**src/rtl/regfile_port_arbiter.sv**
```systemverilog
`default_nettype none
// ============================================================================
// Module   : regfile_port_arbiter
// Purpose  : Schedules one write stream and two read streams onto a 2-read /
//            1-write register file. No two granted ports ever share an
//            address in the same cycle. Read data returns through one
//            2-entry response FIFO per read channel, with backpressure.
// Ports    : clk/resetn             - clock, synchronous active-low reset
//            w_*                    - write request (valid/ready)
//            rK_valid/addr/ready    - read request, K = 1, 2
//            rK_rvalid/rdata/rready - read response, K = 1, 2
//            rf_*                   - 1:1 connection to the register file
//            err_collision          - sticky flag, set if rf_collision is seen
// Options  : REGFILE_ARB_STARVE_GUARD_EN - when defined, a write that has been
//            denied STARVE_LIMIT cycles in a row is promoted above both reads.
// Revision : 1.0 - initial release
// ============================================================================
module regfile_port_arbiter #(
  parameter int DATA_WIDTH   = 32,
  parameter int ADDR_WIDTH   = 5,
  parameter int STARVE_LIMIT = 4
) (
  input  logic                  clk,
  input  logic                  resetn,
  input  logic                  w_valid,
  input  logic [ADDR_WIDTH-1:0] w_addr,
  input  logic [DATA_WIDTH-1:0] w_data,
  output logic                  w_ready,
  input  logic                  r1_valid,
  input  logic [ADDR_WIDTH-1:0] r1_addr,
  output logic                  r1_ready,
  output logic                  r1_rvalid,
  output logic [DATA_WIDTH-1:0] r1_rdata,
  input  logic                  r1_rready,
  input  logic                  r2_valid,
  input  logic [ADDR_WIDTH-1:0] r2_addr,
  output logic                  r2_ready,
  output logic                  r2_rvalid,
  output logic [DATA_WIDTH-1:0] r2_rdata,
  input  logic                  r2_rready,
  output logic [DATA_WIDTH-1:0] rf_din,
  output logic [ADDR_WIDTH-1:0] rf_wad1,
  output logic                  rf_wen1,
  output logic [ADDR_WIDTH-1:0] rf_rad1,
  output logic [ADDR_WIDTH-1:0] rf_rad2,
  output logic                  rf_ren1,
  output logic                  rf_ren2,
  input  logic [DATA_WIDTH-1:0] rf_dout1,
  input  logic [DATA_WIDTH-1:0] rf_dout2,
  input  logic                  rf_collision,
  output logic                  err_collision
);

  // Per-channel views so both read channels share one generate body.
  logic [DATA_WIDTH-1:0] rf_dout_w [2];
  logic [DATA_WIDTH-1:0] head_w    [2];
  logic [1:0]            rready_w;
  logic [1:0]            elig_w;
  logic [1:0]            nempty_w;
  logic [1:0]            pend_q;
  logic                  gw, g1, g2;
  logic                  w_first;
  logic                  err_q;

  assign rf_dout_w[0] = rf_dout1;
  assign rf_dout_w[1] = rf_dout2;
  assign rready_w     = {r2_rready, r1_rready};

  // --------------------------------------------------------------------------
  // Response FIFOs. pend_q marks a read issued last cycle whose data is on
  // rf_doutK now and is pushed at the end of this cycle.
  // --------------------------------------------------------------------------
  for (genvar k = 0; k < 2; k++) begin : g_rd_chan
    logic [DATA_WIDTH-1:0] mem_q [2];
    logic                  rd_ptr_q;
    logic                  wr_ptr_q;
    logic [1:0]            cnt_q;
    logic                  push_w;
    logic                  pop_w;

    assign push_w      = pend_q[k];
    assign pop_w       = (cnt_q != 2'd0) & rready_w[k];
    assign nempty_w[k] = (cnt_q != 2'd0);
    assign head_w[k]   = mem_q[rd_ptr_q];
    // Accept only if the in-flight read plus the stored entries, less the
    // entry leaving this cycle, leave room for one more.
    assign elig_w[k]   = (3'(pend_q[k]) + 3'(cnt_q)) < (3'd2 + 3'(pop_w));

    always_ff @(posedge clk) begin
      if (!resetn) begin
        mem_q[0] <= '0;
        mem_q[1] <= '0;
        rd_ptr_q <= 1'b0;
        wr_ptr_q <= 1'b0;
        cnt_q    <= 2'd0;
      end else begin
        if (push_w) begin
          mem_q[wr_ptr_q] <= rf_dout_w[k];
          wr_ptr_q        <= ~wr_ptr_q;
        end
        if (pop_w) begin
          rd_ptr_q <= ~rd_ptr_q;
        end
        cnt_q <= cnt_q + 2'(push_w) - 2'(pop_w);
      end
    end
  end

  // --------------------------------------------------------------------------
  // Starvation guard
  // --------------------------------------------------------------------------
`ifdef REGFILE_ARB_STARVE_GUARD_EN
  localparam logic [3:0] STARVE_MAX = 4'(STARVE_LIMIT);
  logic [3:0] starve_q, starve_d;

  always_comb begin
    starve_d = starve_q;
    if (!w_valid || gw) begin
      starve_d = 4'd0;
    end else if (starve_q != STARVE_MAX) begin
      starve_d = starve_q + 4'd1;
    end
  end

  always_ff @(posedge clk) begin
    if (!resetn) begin
      starve_q <= 4'd0;
    end else begin
      starve_q <= starve_d;
    end
  end

  assign w_first = (starve_q == STARVE_MAX);
`else
  // Fixed R1 > R2 > W; the limit only has meaning with the guard built in.
  assign w_first = 1'b0 & (STARVE_LIMIT > 0);
`endif

  // --------------------------------------------------------------------------
  // Grant: walk channels in priority order; a channel loses if its address
  // matches any channel already granted ahead of it.
  // --------------------------------------------------------------------------
  always_comb begin
    gw = 1'b0;
    g1 = 1'b0;
    g2 = 1'b0;
    if (resetn) begin
      if (w_first) begin
        gw = w_valid;
        g1 = r1_valid & elig_w[0] & ~(gw & (w_addr == r1_addr));
        g2 = r2_valid & elig_w[1] & ~(gw & (w_addr == r2_addr))
                                  & ~(g1 & (r1_addr == r2_addr));
      end else begin
        g1 = r1_valid & elig_w[0];
        g2 = r2_valid & elig_w[1] & ~(g1 & (r1_addr == r2_addr));
        gw = w_valid & ~(g1 & (w_addr == r1_addr))
                     & ~(g2 & (w_addr == r2_addr));
      end
    end
  end

  always_ff @(posedge clk) begin
    if (!resetn) begin
      pend_q <= 2'b00;
      err_q  <= 1'b0;
    end else begin
      pend_q <= {g2, g1};
      if (rf_collision) begin
        err_q <= 1'b1;
      end
    end
  end

  assign w_ready       = gw;
  assign r1_ready      = g1;
  assign r2_ready      = g2;
  assign rf_wen1       = gw;
  assign rf_ren1       = g1;
  assign rf_ren2       = g2;
  assign rf_din        = w_data;
  assign rf_wad1       = w_addr;
  assign rf_rad1       = r1_addr;
  assign rf_rad2       = r2_addr;
  assign r1_rvalid     = nempty_w[0];
  assign r2_rvalid     = nempty_w[1];
  assign r1_rdata      = head_w[0];
  assign r2_rdata      = head_w[1];
  assign err_collision = err_q;

endmodule
`default_nettype wire

```
**config.mk**
```make
export PLATFORM = sky130hd
export DESIGN_NAME = regfile_port_arbiter
export DESIGN_NICKNAME = d
export VERILOG_FILES = /design/src/rtl/regfile_port_arbiter.sv
export SDC_FILE = /design/constraint.sdc
export NUM_CORES = 1
export LEC_CHECK = 0
export CORE_ASPECT_RATIO = 0.9
export CORE_MARGIN = 4
export CORE_UTILIZATION = 45
export DETAILED_ROUTE_END_ITERATION = 10
export GPL_TIMING_DRIVEN = 1
export PLACE_DENSITY = 0.89
export SLEW_MARGIN = 20
export SYNTH_ARGS = -nofsm -noshare
export SYNTH_HDL_FRONTEND = slang
export SYNTH_SLANG_ARGS = --single-unit
```
**constraint.sdc**
```tcl
create_clock -name clk -period 4.4 [get_ports clk]
set_input_delay 1.32 -clock clk [delete_from_list [all_inputs] [get_ports clk]]
set_output_delay 1.32 -clock clk [all_outputs]
set_load 0.01 [all_outputs]
```
Word-level counts from Yosys, hierarchy flattened
Memory sizes are Yosys's and may differ from the RTL's. A register that Yosys moved wholly into a read port is not among the register bits.
Index checks and enable logic that the tools add are counted.
Widths: inputs -> output; s select.
- output and inout port bits: 120
- logic and storage cells: 64
- memories kept: 2
- register bits after elaboration: 11
- bits in writable memories: 128
- bits in read-only memories: 0
- input port bits: 119
- bits in latches: 0
- memories (name ; depth ; width ; rd ports ; clocked after memory_dff ; wr ports ; line ; text):
    g_rd_chan[0].mem_q ; 2 ; 32 ; 1 ; 1 ; 2 ; 74 ; logic [DATA_WIDTH-1:0] mem_q [2];
    g_rd_chan[1].mem_q ; 2 ; 32 ; 1 ; 1 ; 2 ; 74 ;
- divide/modulo/power cells: 0
- order comparisons: 2
- bitwise operators: 17
- reductions and logical operators: 4
- add/subtract/negate cells: 8
- shifts and indexed selects: 0
- multiply operators: 0
- equal/unequal tests: 3
- muxes and demuxes: 20
- operator list (operator ; number):
    $mux 32 ; 2
    $reduce_or 32->1 ; 2
    $mux 1 ; 18
    $eq 5x5->1 ; 3
    $and 1x1->1 ; 10
    $not 1->1 ; 7
    $add 1x2->3 ; 2
    $add 2x1->3 const A ; 2
    $lt 3x3->1 ; 2
    $add 2x1->2 ; 2
    $reduce_bool 2->1 ; 2
    $sub 2x1->2 ; 2

Logic depth before layout (Yosys ltp)
Gate-level depths: netlist of the first run.
- depth after elaboration: 12
- depth in mapped cells: 8
- depth with buffers taken out: 8

Least setup slack after synthesis of the first run
No wires, ideal clock.
- path type: input to output
- from: input port r1_rready
- to: output port w_ready
- required time: 3.080 ns
- buffers on the path: 1
- setup slack: 0.877 ns
- data arrival time: 2.203 ns
- stages: 5
- cell sequence: o21ai_2 -> o21a_4 -> o311a_1 -> o21a_1 -> buf_4
- cells in the longest elaborated chain, start to end: 11
- elaborated cells on any way between the ends: 14
- classes of those cells: add/sub: 1; order compare: 1; mux: 1; bitwise: 11
- RTL lines (what ; line ; text):
    start, declared ; 34 ; input logic r1_rready,
    $and 1x1->1 * ; 82 ; assign pop_w = (cnt_q != 2'd0) & rready_w[k];
    $add 2x1->3 * ; 87 ; assign elig_w[k] = (3'(pend_q[k]) + 3'(cnt_q)) < (3'd2 + 3'(pop_w));
    $lt 3x3->1 * ; 87 ;
    $and 1x1->1 * ; 154 ; g1 = r1_valid & elig_w[0];
    $and 1x1->1 ; 155 ; g2 = r2_valid & elig_w[1] & ~(g1 & (r1_addr == r2_addr));
    $not 1->1 ; 155 ;
    $and 1x1->1 ; 155 ;
    $and 1x1->1 ; 157 ; & ~(g2 & (w_addr == r2_addr));
    $not 1->1 ; 157 ;
    $and 1x1->1 * ; 157 ;
    $mux 1 * ; 147 ; if (resetn) begin
    end, declared ; 28 ; output logic w_ready,
Mark *: on every way between the ends. The rest lies on a longest branch, timed or not.

Worst setup path after layout of the first run
- from: input port w_addr[4]
- to: output port w_ready
- cells in the longest elaborated chain, start to end: 6
- elaborated cells on any way between the ends: 9
- classes of those cells: eq/ne: 2; mux: 1; bitwise: 6
- RTL lines (what ; line ; text):
    start, declared ; 26 ; input logic [ADDR_WIDTH-1:0] w_addr,
    $eq 5x5->1 ; 156 ; gw = w_valid & ~(g1 & (w_addr == r1_addr))
    $and 1x1->1 ; 156 ;
    $not 1->1 ; 156 ;
    $and 1x1->1 ; 156 ;
    $and 1x1->1 * ; 157 ;
    $mux 1 * ; 147 ;
Marked as above.

==> load_flow_metrics.sql, run 1 <==
INSERT INTO impl_metrics (metric_group, metric, value, unit) VALUES
('clocking', 'post_cts_setup_buffers', '0', ''),
('yosys', 'synthFlopType', 'sky130_fd_sc_hd__edfxtp_1', ''),
('clocking', 'clkTransAtPathRegs', '0.06', 'ns'),
('layout', 'insertedDiodeCount', '0', ''),
('clocking', 'cts_sinks', '141', ''),
('placement', 'place.detailed.hpwl', '10.00', 'mm'),
('yosys', 'synth_area', '6704', 'um2'),
('critical_path', 'critical_path_class', 'in -> out', ''),
('yosys', 'synth_cell_types', '28', ''),
('timing', 'finalMaxSlewViolations', '0', ''),
('critical_path', 'worstSetupStartpointType', 'input pin', ''),
('routing', 'via_count', '4059', ''),
('floorplan', 'die_width', '136.7', 'um'),
('timing', 'layout_min_cycle_time', '4.177', 'ns'),
('yosys', 'fraction_of_the_yosys_area_taken_by_sequential_cells', '61.22', '%'),
('floorplan', 'rows', '42', ''),
('layout', 'postLayoutCellArea', '9022', 'um2'),
('floorplan', 'design.core.area', '14660', 'um2'),
('critical_path', 'crit_chain', 'clkdlybuf4s50_1 -> xnor2_1 -> nand4_1 -> o311a_1 -> o21a_1 -> dlygate4sd2_1', ''),
('yosys', 'synth_enable_flop_cells', '128', ''),
('yosys', 'ys_top_cells_by_count', 'sky130_fd_sc_hd__and2_1 (138), sky130_fd_sc_hd__edfxtp_1 (128), sky130_fd_sc_hd__mux2_2 (60)', ''),
('yosys', 'netlist.area_leader.share', '57.33', '%'),
('floorplan', 'ios', '239', ''),
('clocking', 'cts_buffer_depth', '2', ''),
('clocking', 'cts_tree', 'done', ''),
('yosys', 'yosysWarnings', '0', ''),
('critical_path', 'cp_slowest_cell', 'sky130_fd_sc_hd__clkdlybuf4s50_1', ''),
('yosys', 'cell_accounting_for_the_most_synthesized_area', 'sky130_fd_sc_hd__edfxtp_1', ''),
('yosys', 'avg_cell_area_syn', '13.77', 'um2'),
('timing', 'layout_worst_path_cycle_share', '94.93', '%'),
('power', 'leakage', '3.519', 'nW'),
('timing', 'setup_slack', '0.2232', 'ns'),
('yosys', 'ys_async_sr_fraction', '0', '%'),
('floorplan', 'die_height', '123.8', 'um'),
('yosys', 'postSynthNetCount', '614', ''),
('job', 'timing.max_cap.violations', '0', ''),
('run_status', 'run_status', 'complete, no violations', ''),
('routing', 'detail_route.drc_violations', '0', ''),
('critical_path', 'setup.worst_path.end_class', 'primary output', ''),
('grt', 'first_global_vias', '4343', ''),
('layout', 'final.fill_count', '1086', ''),
('yosys', 'synth.most_common_cell', 'sky130_fd_sc_hd__and2_1', ''),
('critical_path', 'worstPathMaxFanout', '3', ''),
('power', 'totalPowerFinal', '4.330', 'mW'),
('clocking', 'cts_root_buffer', 'sky130_fd_sc_hd__clkbuf_16', ''),
('placement', 'port-buffer-count', '174', ''),
('routing', 'routed_wirelength', '14.21', 'mm'),
('placement', 'gp_routability_congestion', '0.7738', ''),
('placement', 'preCtsSetupSlack', '-0.04374', 'ns'),
('layout', 'nNetsFinal', '755', ''),
('critical_path', 'cpPeakStageDelay', '0.53', 'ns'),
('timing', 'hold_violations', '0', ''),
('routing', 'routed_wire_length_per_instance', '16.94', 'um'),
('critical_path', 'critical_path_arrival', '2.86', 'ns'),
('timing', 'clock.fmax', '239.4', 'MHz'),
('yosys', 'synthesis.instances', '487', ''),
('grt', 'wire_length_of_the_first_global_routing_pass', '21.74', 'mm'),
('grt', 'gr-total-overflow', '0', ''),
('routing', 'drt_first_iter_violations', '187', ''),
('routing', 'drt.antenna.violating_nets', '0', ''),
('yosys', 'postSynthRegisterBits', '141', ''),
('grt', 'grt_max_degree', '34', ''),
('timing', 'rsz0062_at_grt', 'false', ''),
('timing', 'max-slew-margin-rel', '68.40', '%'),
('clocking', 'cts_hold_buf', '0', ''),
('grt', 'initial_antenna_violation_count', '0', ''),
('routing', 'drt_pre_antenna_iters', '4', ''),
('layout', 'drive_above_1_share', '18.25', '%'),
('yosys', 'synth.area.top_cells', 'sky130_fd_sc_hd__edfxtp_1 (57%), sky130_fd_sc_hd__and2_1 (13%), sky130_fd_sc_hd__mux2_2 (10%)', ''),
('timing', 'finClkSkew', '0.007268', 'ns'),
('floorplan', 'die_area', '16920', 'um2');
==> registers in the layout, indices dropped and copies added, names as in the netlist, named ones only <==
register            cells
err_collision           1
g_rd_chan.cnt_q         4
g_rd_chan.mem_q       128
g_rd_chan.rd_ptr_q      2
g_rd_chan.wr_ptr_q      2
pend_q                  2
==> repair_timing <==
action                                  4_1_cts  5_1_grt
endpoints found under the setup margin        2        2
gates cloned                                  0        0
gates resized for setup                       2        3
==> metal layers <==
layer  wire, um  global-route usage [%]  vias up
li1           -                       -     1923
met1       5458                   18.34     1967
met2       7545                   30.39      136
met3        810                   5.048       33
met4        395                   7.494        0
met5          0                       0        -
==> cell families (layout without fill, tap and decap cells) <==
| logic type | after synthesis | count (layout) | synth area share, % |
|---|---|---|---|
| compound gates | 9 | 9 | 1.026 |
| xor+xnor | 23 | 23 | 3.005 |
| fa+ha+maj | 8 | 8 | 1.493 |
| buf+inv | 80 | 234 | 7.391 |
| flops | 141 | 141 | 61.22 |
| mux | 64 | 64 | 10.75 |
| simple gates | 162 | 162 | 15.12 |
==> power breakdown <==
part | total (mW) | switching [mW] | internal (mW)
Sequential | 1.69 | 0.0610 | 1.63
Combinational | 1.20 | 0.497 | 0.698
Clock | 1.45 | 0.508 | 0.937
==> stage by stage <==
stage	setup TNS [ns]	cells	hold slack, ns	utilization [%]
2_1_floorplan	0	487	0.5091	-
3_3_place_gp	-0.02829	806	0.4528	57.19
3_5_place_dp	-0.04374	806	0.4613	57.19
4_1_cts	0	838	0.4781	61.30
5_1_grt	0	839	0.5005	61.54
6_report	0	839	0.4759	61.54
==> cell usage in the layout, fill, tap and decap left out, types with 2 or more instances in the layout <==
master                            instances
sky130_fd_sc_hd__dlygate4sd2_1            2
sky130_fd_sc_hd__o21ai_0                  2
sky130_fd_sc_hd__nand2_1                  4
sky130_fd_sc_hd__xor2_1                   7
sky130_fd_sc_hd__and3b_2                  2
sky130_fd_sc_hd__and3_1                   2
sky130_fd_sc_hd__and2_1                 138
sky130_fd_sc_hd__clkdlybuf4s50_1        169
sky130_fd_sc_hd__or2_2                    2
sky130_fd_sc_hd__buf_4                   19
sky130_fd_sc_hd__nand2b_1                 2
sky130_fd_sc_hd__dfxtp_1                 13
sky130_fd_sc_hd__inv_1                    8
sky130_fd_sc_hd__clkbuf_16               17
sky130_fd_sc_hd__mux2_1                   4
sky130_fd_sc_hd__nand4_1                  3
sky130_fd_sc_hd__edfxtp_1               128
sky130_fd_sc_hd__bufinv_16                4
sky130_fd_sc_hd__dlymetal6s2s_1           3
sky130_fd_sc_hd__mux2_2                  60
sky130_fd_sc_hd__clkinv_2                 4
sky130_fd_sc_hd__and4b_1                  2
sky130_fd_sc_hd__ha_1                     8
sky130_fd_sc_hd__o21a_1                   2
sky130_fd_sc_hd__xnor2_1                 16
sky130_fd_sc_hd__nor2_1                   3
sky130_fd_sc_hd__o21ai_2                  2
sky130_fd_sc_hd__clkinvlp_4               2
sky130_fd_sc_hd__nor2b_1                  2
sky130_fd_sc_hd__clkinv_1                 3
==> cell type report <==
cell class | instances | area (um2) | area share (%)
multi-input cells | 266 | 2120 | 23.49
flip-flops and latches | 141 | 4104 | 45.49
repair buffers | 194 | 1917 | 21.25
well taps | 198 | 247.7 | 2.746
inverters | 8 | 30.03 | 0.3328
clock inverters | 14 | 175.2 | 1.941
clock buffers | 18 | 429.2 | 4.757
==> path summary, 6_finish.rpt <==
path                                                        from                               end  slack [ns]  depth (start not counted)
worst min register to register        err_collision$_SDFFE_PN0P_        err_collision$_SDFFE_PN0P_        0.48                          1
worst min-delay path                  err_collision$_SDFFE_PN0P_        err_collision$_SDFFE_PN0P_        0.48                          1
worst max-delay path                                   w_addr[4]                           w_ready        0.22                          6
worst max register to register  g_rd_chan[1].cnt_q[1]$_SDFF_PN0_  g_rd_chan[1].cnt_q[1]$_SDFF_PN0_        2.55                          9
==> worst max-delay path: cells and delay by family <==
kind / cells / cell delay, ns
and+or+nand+nor: 1 / 0.12
AOI/OAI and AO/OA: 2 / 0.43
buffers and inverters: 2 / 0.84
xor gates and xnor gates: 1 / 0.15
(Power assumes the default switching activity.)
==> run 2: changes to the inputs <==
--- a/config.mk
+++ b/config.mk
@@ -5,8 +5,8 @@
 export SDC_FILE = /design/constraint.sdc
 export NUM_CORES = 1
 export LEC_CHECK = 0
+export CAP_MARGIN = 20
 export CORE_ASPECT_RATIO = 0.9
-export CORE_MARGIN = 4
 export CORE_UTILIZATION = 45
 export DETAILED_ROUTE_END_ITERATION = 10
 export GPL_TIMING_DRIVEN = 1
==> load_flow_metrics.sql, run 2 (same netlist as run 1, synthesis figures left out) <==
INSERT INTO impl_metrics (metric_group, metric, value, unit) VALUES
('floorplan', 'design.core.area', '14260', 'um2'),
('layout', 'fin_util', '63.58', '%'),
('placement', 'place.detailed.hpwl', '10.11', 'mm'),
('layout', 'count_of_non_filler_cells_in_the_finished_layout', '831', ''),
('layout', 'drive_above_1_share', '17.87', '%'),
('grt', 'globalRouteTotalUtil', '19.60', '%'),
('routing', 'drt_pre_antenna_iters', '4', ''),
('critical_path', 'r2r_cells', '9', ''),
('critical_path', 'critical_path_arrival', '2.89', 'ns'),
('critical_path', 'crit_chain', 'clkdlybuf4s50_1 -> o21ai_2 -> o21a_4 -> and3b_2 -> clkdlybuf4s50_1', ''),
('timing', 'layout_min_cycle_time', '4.212', 'ns'),
('critical_path', 'cp_slowest_cell', 'sky130_fd_sc_hd__clkdlybuf4s50_1', ''),
('layout', 'layout_common_cells', 'sky130_fd_sc_hd__clkdlybuf4s50_1 (168), sky130_fd_sc_hd__and2_1 (138), sky130_fd_sc_hd__edfxtp_1 (128)', ''),
('clocking', 'cts_root_buffer', 'sky130_fd_sc_hd__clkbuf_16', ''),
('power', 'max-vdd-ir-drop', '0.0002726', 'V'),
('clocking', 'htree_levels', '4', ''),
('floorplan', 'die_width', '130.7', 'um'),
('clocking', 'worstSkewPairLatency', '0.41', 'ns'),
('placement', 'dp.cells', '799', ''),
('critical_path', 'r2r-end', 'g_rd_chan[1].cnt_q[1]$_SDFF_PN0_', ''),
('layout', 'insertedDiodeCount', '0', ''),
('timing', 'rsz0062_at_grt', 'false', ''),
('grt', 'gr-total-overflow', '0', ''),
('clocking', 'clkTransAtPathRegs', '0.06', 'ns'),
('hold_path', 'hold_path_class', 'reg -> reg', ''),
('routing', 'routed_wirelength', '14.46', 'mm'),
('layout', 'multi_input_area', '2120', 'um2'),
('critical_path', 'cpPeakStageDelay', '0.55', 'ns'),
('floorplan', 'die_area', '15390', 'um2'),
('layout', 'largest-register', 'g_rd_chan.mem_q', ''),
('clocking', 'number_of_buffers_created_by_cts', '17', ''),
('placement', 'gp_routability_congestion', '0.8081', ''),
('critical_path', 'setup.worst_path.end_class', 'primary output', ''),
('clocking', 'post_cts_setup_buffers', '0', ''),
('floorplan', 'ios', '239', ''),
('routing', 'drt.antenna.violating_nets', '0', ''),
('critical_path', 'worstPathMaxFanout', '4', ''),
('critical_path', 'critPathMostFrequentCell', 'sky130_fd_sc_hd__clkdlybuf4s50_1', ''),
('routing', 'routed_wire_length_per_instance', '17.40', 'um'),
('critical_path', 'startpoint', 'r1_rready', ''),
('routing', 'drt_first_iter_violations', '151', ''),
('grt', 'first_global_vias', '4378', ''),
('timing', 'clock.fmax', '237.4', 'MHz'),
('clocking', 'cts_sinks', '141', ''),
('layout', 'final.fill_count', '1054', ''),
('timing', 'layout_worst_path_cycle_share', '95.72', '%'),
('timing', 'worst_pin_slew', '1.059', 'ns'),
('placement', 'preCtsSetupSlack', '-0.04595', 'ns'),
('layout', 'biggestRegsByFlops', 'g_rd_chan.mem_q: 128 flops, g_rd_chan.cnt_q: 4 flops', ''),
('grt', 'grt_max_degree', '34', ''),
('grt', 'wire_length_of_the_first_global_routing_pass', '22.55', 'mm'),
('layout', 'largest_reg_flops', '128', ''),
('floorplan', 'rows', '41', ''),
('power', 'power-per-cell-area', '503.4', 'nW/um2'),
('critical_path', 'r2r_setup_slack', '2.53', 'ns'),
('timing', 'setup-violations-final', '0', ''),
('floorplan', 'die_height', '117.8', 'um'),
('critical_path', 'critPathRequiredTime', '3.08', 'ns'),
('layout', 'register_area', '4104', 'um2'),
('layout', 'area_growth', '35.26', '%'),
('layout', 'layout.cells.most_common', 'sky130_fd_sc_hd__clkdlybuf4s50_1', ''),
('timing', 'finClkSkew', '0.004981', 'ns'),
('routing', 'detail_route.drc_violations', '0', ''),
('job', 'timing.max_cap.violations', '0', ''),
('critical_path', 'setup.worst_path.end', 'rf_ren1', ''),
('critical_path', 'critical_path.reg2reg.startpoint', 'g_rd_chan[1].cnt_q[1]$_SDFF_PN0_', ''),
('critical_path', 'critical_path_class', 'in -> out', ''),
('floorplan', 'floorplan.initialDensity', '47.01', '%'),
('clocking', 'cts_tree', 'done', ''),
('clocking', 'cts_buffer_depth', '2', ''),
('clocking', 'cts_hold_buf', '0', ''),
('layout', 'nNetsFinal', '752', ''),
('placement', 'port-buffer-count', '174', ''),
('routing', 'routed_via_density', '4.909', ''),
('power', 'leakage', '3.550', 'nW'),
('run_status', 'run_status', 'complete, no violations', ''),
('timing', 'finalMaxSlewViolations', '0', ''),
('timing', 'hold_violations', '0', ''),
('timing', 'hold-worst-slack', '0.4784', 'ns'),
('timing', 'setup_slack', '0.1884', 'ns'),
('grt', 'initial_antenna_violation_count', '0', ''),
('critical_path', 'worstSetupStartpointType', 'input pin', ''),
('routing', 'via_count', '4079', ''),
('timing', 'max-slew-margin-rel', '29.14', '%');
==> run 2: cell types whose count changed in the layout (fill, tap and decap cells not counted), sizes merged <==
| cell | previous run | this run |
|---|---|---|
| clkinv | 8 | 6 |
| dlygate4sd2 | 2 | 3 |
| clkdlybuf4s50 | 169 | 168 |
| clkinvlp | 2 | 0 |
| bufinv | 4 | 8 |
| buf | 20 | 17 |
==> run 2: stage by stage <==
stage | area, um2 | power (mW) | setup TNS, ns
floorplan | 6704 | 2.366 | 0
global placement | 8364 | 2.872 | -0.03795
detailed placement | 8364 | 2.917 | -0.04776
CTS | 9060 | 4.613 | 0
global route | 9067 | 4.747 | 0
finish | 9067 | 4.564 | 0
==> run 2: worst max-delay path, delay by kind of cell <==
kind	cells	cell delay (ns)
compound gates	2	0.28
buf+inv	2	1.04
simple gates	1	0.25
==> run 2: metal layers <==
| layer | track usage (%) | up-vias | wire [um] |
|---|---|---|---|
| li1 | - | 1925 | - |
| met1 | 19.72 | 1964 | 5292 |
| met2 | 36.18 | 154 | 7958 |
| met3 | 6.045 | 36 | 835 |
| met4 | 8.764 | 0 | 369 |
| met5 | 0 | - | 0 |
==> run 2: where the power goes <==
group | internal (mW) | total [mW] | switching [mW]
combinational | 0.689 | 1.19 | 0.500
clock | 1.17 | 1.69 | 0.517
sequential | 1.63 | 1.69 | 0.0611
==> run 2: what timing repair did <==
item,CTS,global route
hold endpoints to repair,0,0
endpoints found under the setup margin,4,3
gates resized for setup,3,3
==> run 2: worst min path at each step <==
stage	start	endpoint	slack, ns	cells after the start
CTS	err_collision$_SDFFE_PN0P_	err_collision$_SDFFE_PN0P_	0.48	1
floorplan	err_collision$_SDFFE_PN0P_	err_collision$_SDFFE_PN0P_	0.51	1
detailed placement	err_collision$_SDFFE_PN0P_	err_collision$_SDFFE_PN0P_	0.46	1
finish	err_collision$_SDFFE_PN0P_	err_collision$_SDFFE_PN0P_	0.48	1
global route	err_collision$_SDFFE_PN0P_	err_collision$_SDFFE_PN0P_	0.51	1
global placement	err_collision$_SDFFE_PN0P_	err_collision$_SDFFE_PN0P_	0.45	1
==> run 2: layout make-up <==
class                      count  area share [%]
sequential                   141           45.26
multi-input combinational    266           23.38
timing repair buffer         191           20.66
clock buffer                  18           4.733
clock inverter                14           2.981
tap                          193           2.663
inverter                       8          0.3312
